$ cat config.mk
export PLATFORM = sky130hd
export DESIGN_NAME = subservient_sram_arbiter
export DESIGN_NICKNAME = d
export VERILOG_FILES = /design/src/rtl/subservient_sram_arb_pkg.sv /design/src/rtl/subservient_sram_arbiter.sv
export SDC_FILE = /design/constraint.sdc
export NUM_CORES = 1
export LEC_CHECK = 0
export CELL_PAD_IN_SITES_DETAIL_PLACEMENT = 0
export CELL_PAD_IN_SITES_GLOBAL_PLACEMENT = 1
export CORE_MARGIN = 3
export CORE_UTILIZATION = 24
export CTS_BUF_LIST = sky130_fd_sc_hd__clkbuf_4
export CTS_CLUSTER_SIZE = 16
export DETAILED_ROUTE_END_ITERATION = 10
export GPL_TIMING_DRIVEN = 0
export PLACE_DENSITY_LB_ADDON = 0.05
export SETUP_SLACK_MARGIN = 0.3
export SYNTH_ARGS = -nofsm -noshare
export SYNTH_HDL_FRONTEND = slang
export SYNTH_SLANG_ARGS = --single-unit
$ cat constraint.sdc
create_clock -name i_clk -period 2.8 [get_ports i_clk]
set_clock_uncertainty 0.2 [all_clocks]
set_input_delay 0.7 -clock i_clk [delete_from_list [all_inputs] [get_ports i_clk]]
set_output_delay 0.7 -clock i_clk [all_outputs]
set_load 0.1 [all_outputs]
$ cat src/rtl/subservient_sram_arb_pkg.sv
// Shared constants and FSM state encoding for the subservient SRAM arbiter.
`default_nettype none

package subservient_sram_arb_pkg;

  localparam int LANES  = 4;
  localparam int LANE_W = 2;

  typedef enum logic [1:0] {
    ST_IDLE  = 2'd0,
    ST_LANE  = 2'd1,
    ST_RWAIT = 2'd2,
    ST_ACK   = 2'd3
  } arb_state_t;

endpackage

`default_nettype wire

$ cat src/rtl/subservient_sram_arbiter.sv
// Shares the 8-bit SRAM port between the core byte path and the 32-bit Wishbone debug port.
// Define SUBSERVIENT_SRAM_ARB_DBG_READ_EN to build debug read support (RWAIT state, rdt capture).
`default_nettype none

module subservient_sram_arbiter
  import subservient_sram_arb_pkg::*;
#(
  parameter int memsize = 8192,
  parameter int aw      = $clog2(memsize)
) (
  input  logic          i_clk,
  input  logic          i_rst,
  input  logic          i_debug_mode,
  input  logic [aw-1:0] i_core_waddr,
  input  logic [7:0]    i_core_wdata,
  input  logic          i_core_wen,
  input  logic [aw-1:0] i_core_raddr,
  input  logic          i_core_ren,
  output logic [7:0]    o_core_rdata,
  output logic          o_core_stall,
  input  logic [31:0]   i_wb_dbg_adr,
  input  logic [31:0]   i_wb_dbg_dat,
  input  logic [3:0]    i_wb_dbg_sel,
  input  logic          i_wb_dbg_we,
  input  logic          i_wb_dbg_stb,
  output logic [31:0]   o_wb_dbg_rdt,
  output logic          o_wb_dbg_ack,
  output logic [aw-1:0] o_sram_waddr,
  output logic [7:0]    o_sram_wdata,
  output logic          o_sram_wen,
  output logic [aw-1:0] o_sram_raddr,
  output logic          o_sram_ren,
  input  logic [7:0]    i_sram_rdata
);

  arb_state_t        state;
  logic [LANE_W-1:0] lane;
  logic [aw-3:0]     adr_q;
  logic [31:0]       dat_q;
  logic [3:0]        sel_q;
  logic              we_q;
  logic              ack_q;
  logic              dbg_own;
  logic [aw-1:0]     lane_addr;
  logic              unused_adr_bits;

  // Word-select bits and bits above the SRAM size are deliberately dropped.
  assign unused_adr_bits = ^{i_wb_dbg_adr[31:aw], i_wb_dbg_adr[1:0]};

  always_ff @(posedge i_clk or posedge i_rst) begin
    if (i_rst) begin
      state <= ST_IDLE;
      lane  <= '0;
      adr_q <= '0;
      dat_q <= '0;
      sel_q <= '0;
      we_q  <= 1'b0;
      ack_q <= 1'b0;
    end else begin
      ack_q <= 1'b0;
      case (state)
        ST_IDLE: begin
          if (i_debug_mode && i_wb_dbg_stb) begin
            adr_q <= i_wb_dbg_adr[aw-1:2];
            dat_q <= i_wb_dbg_dat;
            sel_q <= i_wb_dbg_sel;
            we_q  <= i_wb_dbg_we;
            lane  <= '0;
`ifdef SUBSERVIENT_SRAM_ARB_DBG_READ_EN
            state <= ST_LANE;
`else
            if (i_wb_dbg_we) begin
              state <= ST_LANE;
            end else begin
              state <= ST_ACK;
              ack_q <= 1'b1;
            end
`endif
          end
        end
        ST_LANE: begin
          lane <= lane + 1'b1;
          if (lane == LANE_W'(LANES - 1)) begin
`ifdef SUBSERVIENT_SRAM_ARB_DBG_READ_EN
            if (we_q) begin
              state <= ST_ACK;
              ack_q <= 1'b1;
            end else begin
              state <= ST_RWAIT;
            end
`else
            state <= ST_ACK;
            ack_q <= 1'b1;
`endif
          end
        end
        ST_RWAIT: begin
`ifdef SUBSERVIENT_SRAM_ARB_DBG_READ_EN
          state <= ST_ACK;
          ack_q <= 1'b1;
`else
          state <= ST_IDLE;
`endif
        end
        ST_ACK: begin
          state <= ST_IDLE;
        end
        default: begin
          state <= ST_IDLE;
        end
      endcase
    end
  end

`ifdef SUBSERVIENT_SRAM_ARB_DBG_READ_EN
  logic [31:0] rdt_q;

  // Read data lags its lane by one cycle, so lane k's byte lands while lane k+1 issues.
  always_ff @(posedge i_clk or posedge i_rst) begin
    if (i_rst) begin
      rdt_q <= '0;
    end else if (!we_q) begin
      if (state == ST_LANE) begin
        case (lane)
          2'd1:    rdt_q[7:0]   <= i_sram_rdata;
          2'd2:    rdt_q[15:8]  <= i_sram_rdata;
          2'd3:    rdt_q[23:16] <= i_sram_rdata;
          default: ;
        endcase
      end else if (state == ST_RWAIT) begin
        rdt_q[31:24] <= i_sram_rdata;
      end
    end
  end

  assign o_wb_dbg_rdt = rdt_q;
`else
  assign o_wb_dbg_rdt = '0;
`endif

  assign dbg_own      = (state != ST_IDLE) || i_debug_mode;
  assign lane_addr    = {adr_q, lane};
  assign o_wb_dbg_ack = ack_q;
  assign o_core_rdata = i_sram_rdata;
  assign o_core_stall = (i_core_wen || i_core_ren) && dbg_own;

  always_comb begin
    o_sram_waddr = i_core_waddr;
    o_sram_wdata = i_core_wdata;
    o_sram_wen   = i_core_wen && !dbg_own;
    o_sram_raddr = i_core_raddr;
    o_sram_ren   = i_core_ren && !dbg_own;
    if (dbg_own) begin
      o_sram_waddr = lane_addr;
      o_sram_wdata = dat_q[{lane, 3'b000} +: 8];
      o_sram_raddr = lane_addr;
      o_sram_wen   = 1'b0;
      o_sram_ren   = 1'b0;
      if (state == ST_LANE) begin
        o_sram_wen = we_q && sel_q[lane];
`ifdef SUBSERVIENT_SRAM_ARB_DBG_READ_EN
        o_sram_ren = !we_q;
`endif
      end
    end
    // Async reset clears state immediately, but the enables must also be held off.
    if (i_rst) begin
      o_sram_wen = 1'b0;
      o_sram_ren = 1'b0;
    end
  end

endmodule

`default_nettype wire

=== After elaboration in Yosys (flattened, before gate mapping) ===
Cells that the tools add are included.

* Shifts and indexed selects: 1
* Equal/unequal tests: 6
* Multiplexer cells: 20
* Order comparisons: 1
* Reduce and logical (&&, ||, !) cells: 15
* Add/subtract/negate cells: 1

{| class="wikitable"
|+ Operators by type and width
! cell !! number
|-
| 32-bit by 6-bit variable part select with 8-bit output || 1
|-
| 13-bit two-way mux || 2
|-
| 1-bit two-way mux || 9
|-
| 2-bit two-way mux || 4
|-
| 8-bit two-way mux || 1
|-
| 2-bit equality test (second input constant) || 3
|-
| 2-bit case mux with 3 select lines || 1
|-
| 2-bit AND reduction || 3
|-
| 1-bit logical AND || 5
|-
| 2-bit inequality test (second input constant) || 2
|-
| 2-bit case mux with 2 select lines || 1
|-
| 2-bit nonzero test || 2
|-
| 2-bit by 3-bit less-than comparator with 1-bit output (second input constant) || 1
|-
| 2-bit by 1-bit adder with 2-bit output (second input constant) || 1
|-
| 1-bit binary-select mux with 2-bit select || 1
|-
| 2-bit by 1-bit equality test with 1-bit output (second input constant) || 1
|-
| 2-bit logical NOT || 1
|-
| 1-bit logical OR || 2
|-
| 1-bit case mux with 2 select lines || 1
|-
| 2-bit OR reduction || 1
|-
| 1-bit logical NOT || 1
|}

* Bits of input ports: 117
* Register bits after elaboration: 53
* Output and inout bits: 78

=== Longest topological paths before layout ===
* Depth in word-level cells: 6
* Depth in mapped cells: 4
* Mapped depth without buffers: 3

=== Least setup slack after synthesis ===
Ideal clock, no wire load.

* Path kind: input to output
* Start: in i_rst
* End: out o_sram_ren
* Arrival time: 2.778 ns
* Path slack: -0.878 ns
* Required time: 1.900 ns
* Path buffers: 0
* Cell stages on the path: 2
* Cells stage by stage: inv_1 -> and3_1

* Cells in the longest elaborated chain, start to end: 1

{| class="wikitable"
|+ Ends and longest elaborated chain
! item !! line !! source
|-
| start: declaration || subservient_sram_arbiter.sv:12 || <nowiki>input logic i_rst,</nowiki>
|-
| 1-bit two-way mux || subservient_sram_arbiter.sv:167 || <nowiki>if (i_rst) begin</nowiki>
|-
| end: declaration || subservient_sram_arbiter.sv:32 || <nowiki>output logic o_sram_ren,</nowiki>
|}

No other way between the ends.

=== Final worst setup path ===
* Start: in i_debug_mode
* End: out o_sram_raddr[5]

* Cells in the longest elaborated chain, start to end: 2

{| class="wikitable"
|+ Ends and longest elaborated chain
! item !! line !! source
|-
| start: declaration || subservient_sram_arbiter.sv:13 || <nowiki>input logic i_debug_mode,</nowiki>
|-
| 1-bit logical OR || subservient_sram_arbiter.sv:141 || <nowiki>assign dbg_own = (state != ST_IDLE) || i_debug_mode;</nowiki>
|-
| 13-bit two-way mux || subservient_sram_arbiter.sv:153 || <nowiki>if (dbg_own) begin</nowiki>
|-
| end: declaration || subservient_sram_arbiter.sv:31 || <nowiki>output logic [aw-1:0] o_sram_raddr,</nowiki>
|}

No other way between the ends.

==> results.yml <==
global_route:
  globalRouteTotalUtil_pct: 13.4
  grt_pass1_wl_mm: 13.9
  maximum_number_of_pins_on_one_net_before_global_route_repair: 28
  grt.overflow.total: 0
  grt_antenna_before_repair: 0
  first_global_vias: 2440
min_path:
  min_path_type: "reg2reg"
  worstHoldStart: "dat_q[31]"
  hold_depth: 1
  hold_path_sink: "dat_q[31]"
setup_path:
  worstRegToRegCells: 5
  crit_arrival_ns: 1.88
  setup.worst_path.start_class: "input pin"
  crit_path_cell_trace: "buf_2, or3_4, buf_12, buf_16, nand2_4, nand2_4, buf_12"
  critical_path_peak_fanout: 5
  required_time_reported_for_the_critical_path_endpoint_ns: 1.90
  cp_slowest_stage_delay_ns: 0.42
  critPathCaptureType: "primary output"
  critical-path-top-delay-family: "buffers and inverters"
  setup.reg_to_reg.worst_slack_ns: 0.84
  critical_path_buf_inv_count: 4
  critical-path-slowest-cell: "sky130_fd_sc_hd__or3_4"
  critPathKind: "in2out"
  timing.rr.start: "state[1]"
  timing.rr.end: "dat_q[12]"
routing:
  number_of_search_and_repair_iterations_in_the_first_detailed_routing_pass: 4
  remaining_drc_errors: 0
  wl_mm: 9.36
  ant_nets: 0
  drt-initial-drc-count: 36
  via_density_per_instance: 4.10
  wl_per_cell_um: 15.5
  via_count: 2475
timing:
  final-hold-violation-count: 0
  post-route-min-period_ns: 2.78
  rsz0062_at_grt: "yes"
  final_max_slew_viol_count: 0
  hold-worst-slack_ns: 0.302
  final_min_period_over_clock_period_pct: 99.3
  max-slew-margin-rel_pct: 37.1
  worst_slew_pin_slew_ns: 0.947
  timing.final.setup_violations: 0
  fmax_ghz: 0.360
synthesis:
  post-synth-top-area-fraction_pct: 45.0
  synthTopCellsByArea: "sky130_fd_sc_hd__dfrtp_1, sky130_fd_sc_hd__mux2_2, sky130_fd_sc_hd__nand2_1, sky130_fd_sc_hd__buf_4, sky130_fd_sc_hd__mux4_2"
  ys_async_sr_fraction_pct: 100
  yosys_register_bits: 53
  biggest_area_consumer_among_synthesized_cells: "sky130_fd_sc_hd__dfrtp_1"
  synth_area_um2: 2950
  ys.flop_type: "sky130_fd_sc_hd__dfrtp_1"
  post_synth_edffs: 0
  post_synth.cell_area_avg_um2: 10.7
  synth_warn: 0
  synthesis.instances: 275
  synth_sequential_area_ratio_pct: 45.0
  synth.lib_cells_used.distinct: 21
clock_tree:
  quantity_of_hold_fixing_buffers_added_after_cts: 0
  clkLatencyLatePin_ns: 0.37
  cts_tree: "yes"
  clk_transition_reported_paths_ns: 0.14
  htree_num_levels: 2
  numClockSinks: 53
  cts-buffers-inserted: 5
  max-clock-path-buffers: 2
  ctsRootBufferMaster: "sky130_fd_sc_hd__clkbuf_4"
flow_run:
  maxCapViolations: 0
placed_design:
  placement.io_buffers: 133
  dpl_wire_length_mm: 6.69
  place.detailed.instances: 582
  place_area_um2: 4840
  place_congestion: 0.716
outcome:
  outcome: "finished, final reports clean"
die:
  floorplan.die_area_um2: 13600
  die-height_um: 117
  ioPinCount: 195
  dieWidth_um: 117
  effective_utilization_at_floorplan_pct: 25.2
  coreArea_um2: 11700
  placement_rows: 39
cells_and_area:
  finalNetCount: 579
  area_growth_pct: 96.1
  final-instance-count-excl-fill: 604
  antenna_cells: 0
  post_route_cells_drive_above_1_share_pct: 51.8
  utilization_after_layout_pct: 49.4
  layout.cell_area.non_filler_um2: 5780
cells by family after synthesis:
| kind of cell | Yosys count | share of synthesized area (%) |
|---|---|---|
| fa+ha+maj | 1 | 0.424 |
| flops | 53 | 45.0 |
| other cells | 1 | 0.127 |
| simple gates | 101 | 14.0 |
| compound gates | 7 | 1.57 |
| buf+inv | 55 | 13.7 |
| mux | 57 | 25.2 |
cells in the mapped netlist (2+ instances only):
cell,instances
sky130_fd_sc_hd__a22o_1,2
sky130_fd_sc_hd__buf_2,5
sky130_fd_sc_hd__buf_4,41
sky130_fd_sc_hd__buf_6,5
sky130_fd_sc_hd__dfrtp_1,53
sky130_fd_sc_hd__inv_1,3
sky130_fd_sc_hd__mux2_1,4
sky130_fd_sc_hd__mux2_2,44
sky130_fd_sc_hd__mux4_2,9
sky130_fd_sc_hd__nand2_1,92
sky130_fd_sc_hd__nor2_1,4
sky130_fd_sc_hd__nor3_4,2
sky130_fd_sc_hd__o21ai_0,3
worst max-delay path by stage:
stage	end	depth (start not counted)	slack [ns]	from
after global placement	o_sram_ren	4	-1.99	i_rst
after detailed placement	o_sram_ren	4	-2.01	i_rst
final	o_sram_raddr[5]	7	0.02	i_debug_mode
after global routing	o_sram_waddr[5]	6	-0.04	state[1]
after CTS	o_sram_raddr[1]	6	0.02	state[1]
after floorplan	o_sram_ren	2	-0.05	i_rst
final cells by class:
type,count,area [um^2]
multi-input combinational,198,1870
sequential,53,1330
inverter,3,15.0
fill,1069,5930
tap,143,179
buffer,52,479
timing repair inverter,2,12.5
clock inverter,1,3.75
timing repair buffer,146,1850
clock buffer,6,45.0
flip-flops by register name, summed over array words and instances, names as in the netlist:
| register | cells |
|---|---|
| lane | 2 |
| state | 2 |
| o_wb_dbg_ack | 1 |
| sel_q | 4 |
| dat_q | 32 |
| we_q | 1 |
| adr_q | 11 |
placed cells by master (no fill, tap or decap), types with 7 or more instances in the layout:
cell type	count
sky130_fd_sc_hd__clkdlybuf4s50_1	85
sky130_fd_sc_hd__dfrtp_1	50
sky130_fd_sc_hd__buf_4	48
sky130_fd_sc_hd__buf_12	45
sky130_fd_sc_hd__mux2_2	44
sky130_fd_sc_hd__nand2_4	40
sky130_fd_sc_hd__nand2_1	33
sky130_fd_sc_hd__conb_1	32
sky130_fd_sc_hd__nand2_8	11
sky130_fd_sc_hd__mux4_2	9
sky130_fd_sc_hd__nand2_2	8
sky130_fd_sc_hd__clkbuf_4	7
routing by layer:
metal	share of wire, %	up-vias	track usage [%]
li1	-	1213	-
met1	40	1149	17.5
met2	51	108	23.0
met3	7.7	5	3.24
met4	0.71	0	2.29
met5	0	-	0
per-stage QoR:
step / TNS [ns] / worst slack, ns
after global placement: -50.66 / -1.99
after global routing: -0.523 / -0.0387
after CTS: 0 / 0.0192
after detailed placement: -50.86 / -2.01
final: 0 / 0.0200
after floorplan: -0.0491 / -0.0491
what timing repair did:
item                                    4_1_cts  5_1_grt
cloned                                        4        0
resized for setup                           417       29
pin swaps                                     9       10
setup buffers                                 9        2
endpoints found under the setup margin       46       42
Power is left out: the tool's default activity adds up to more than one toggle a clock period on the data nets, which glitch-free logic cannot reach.
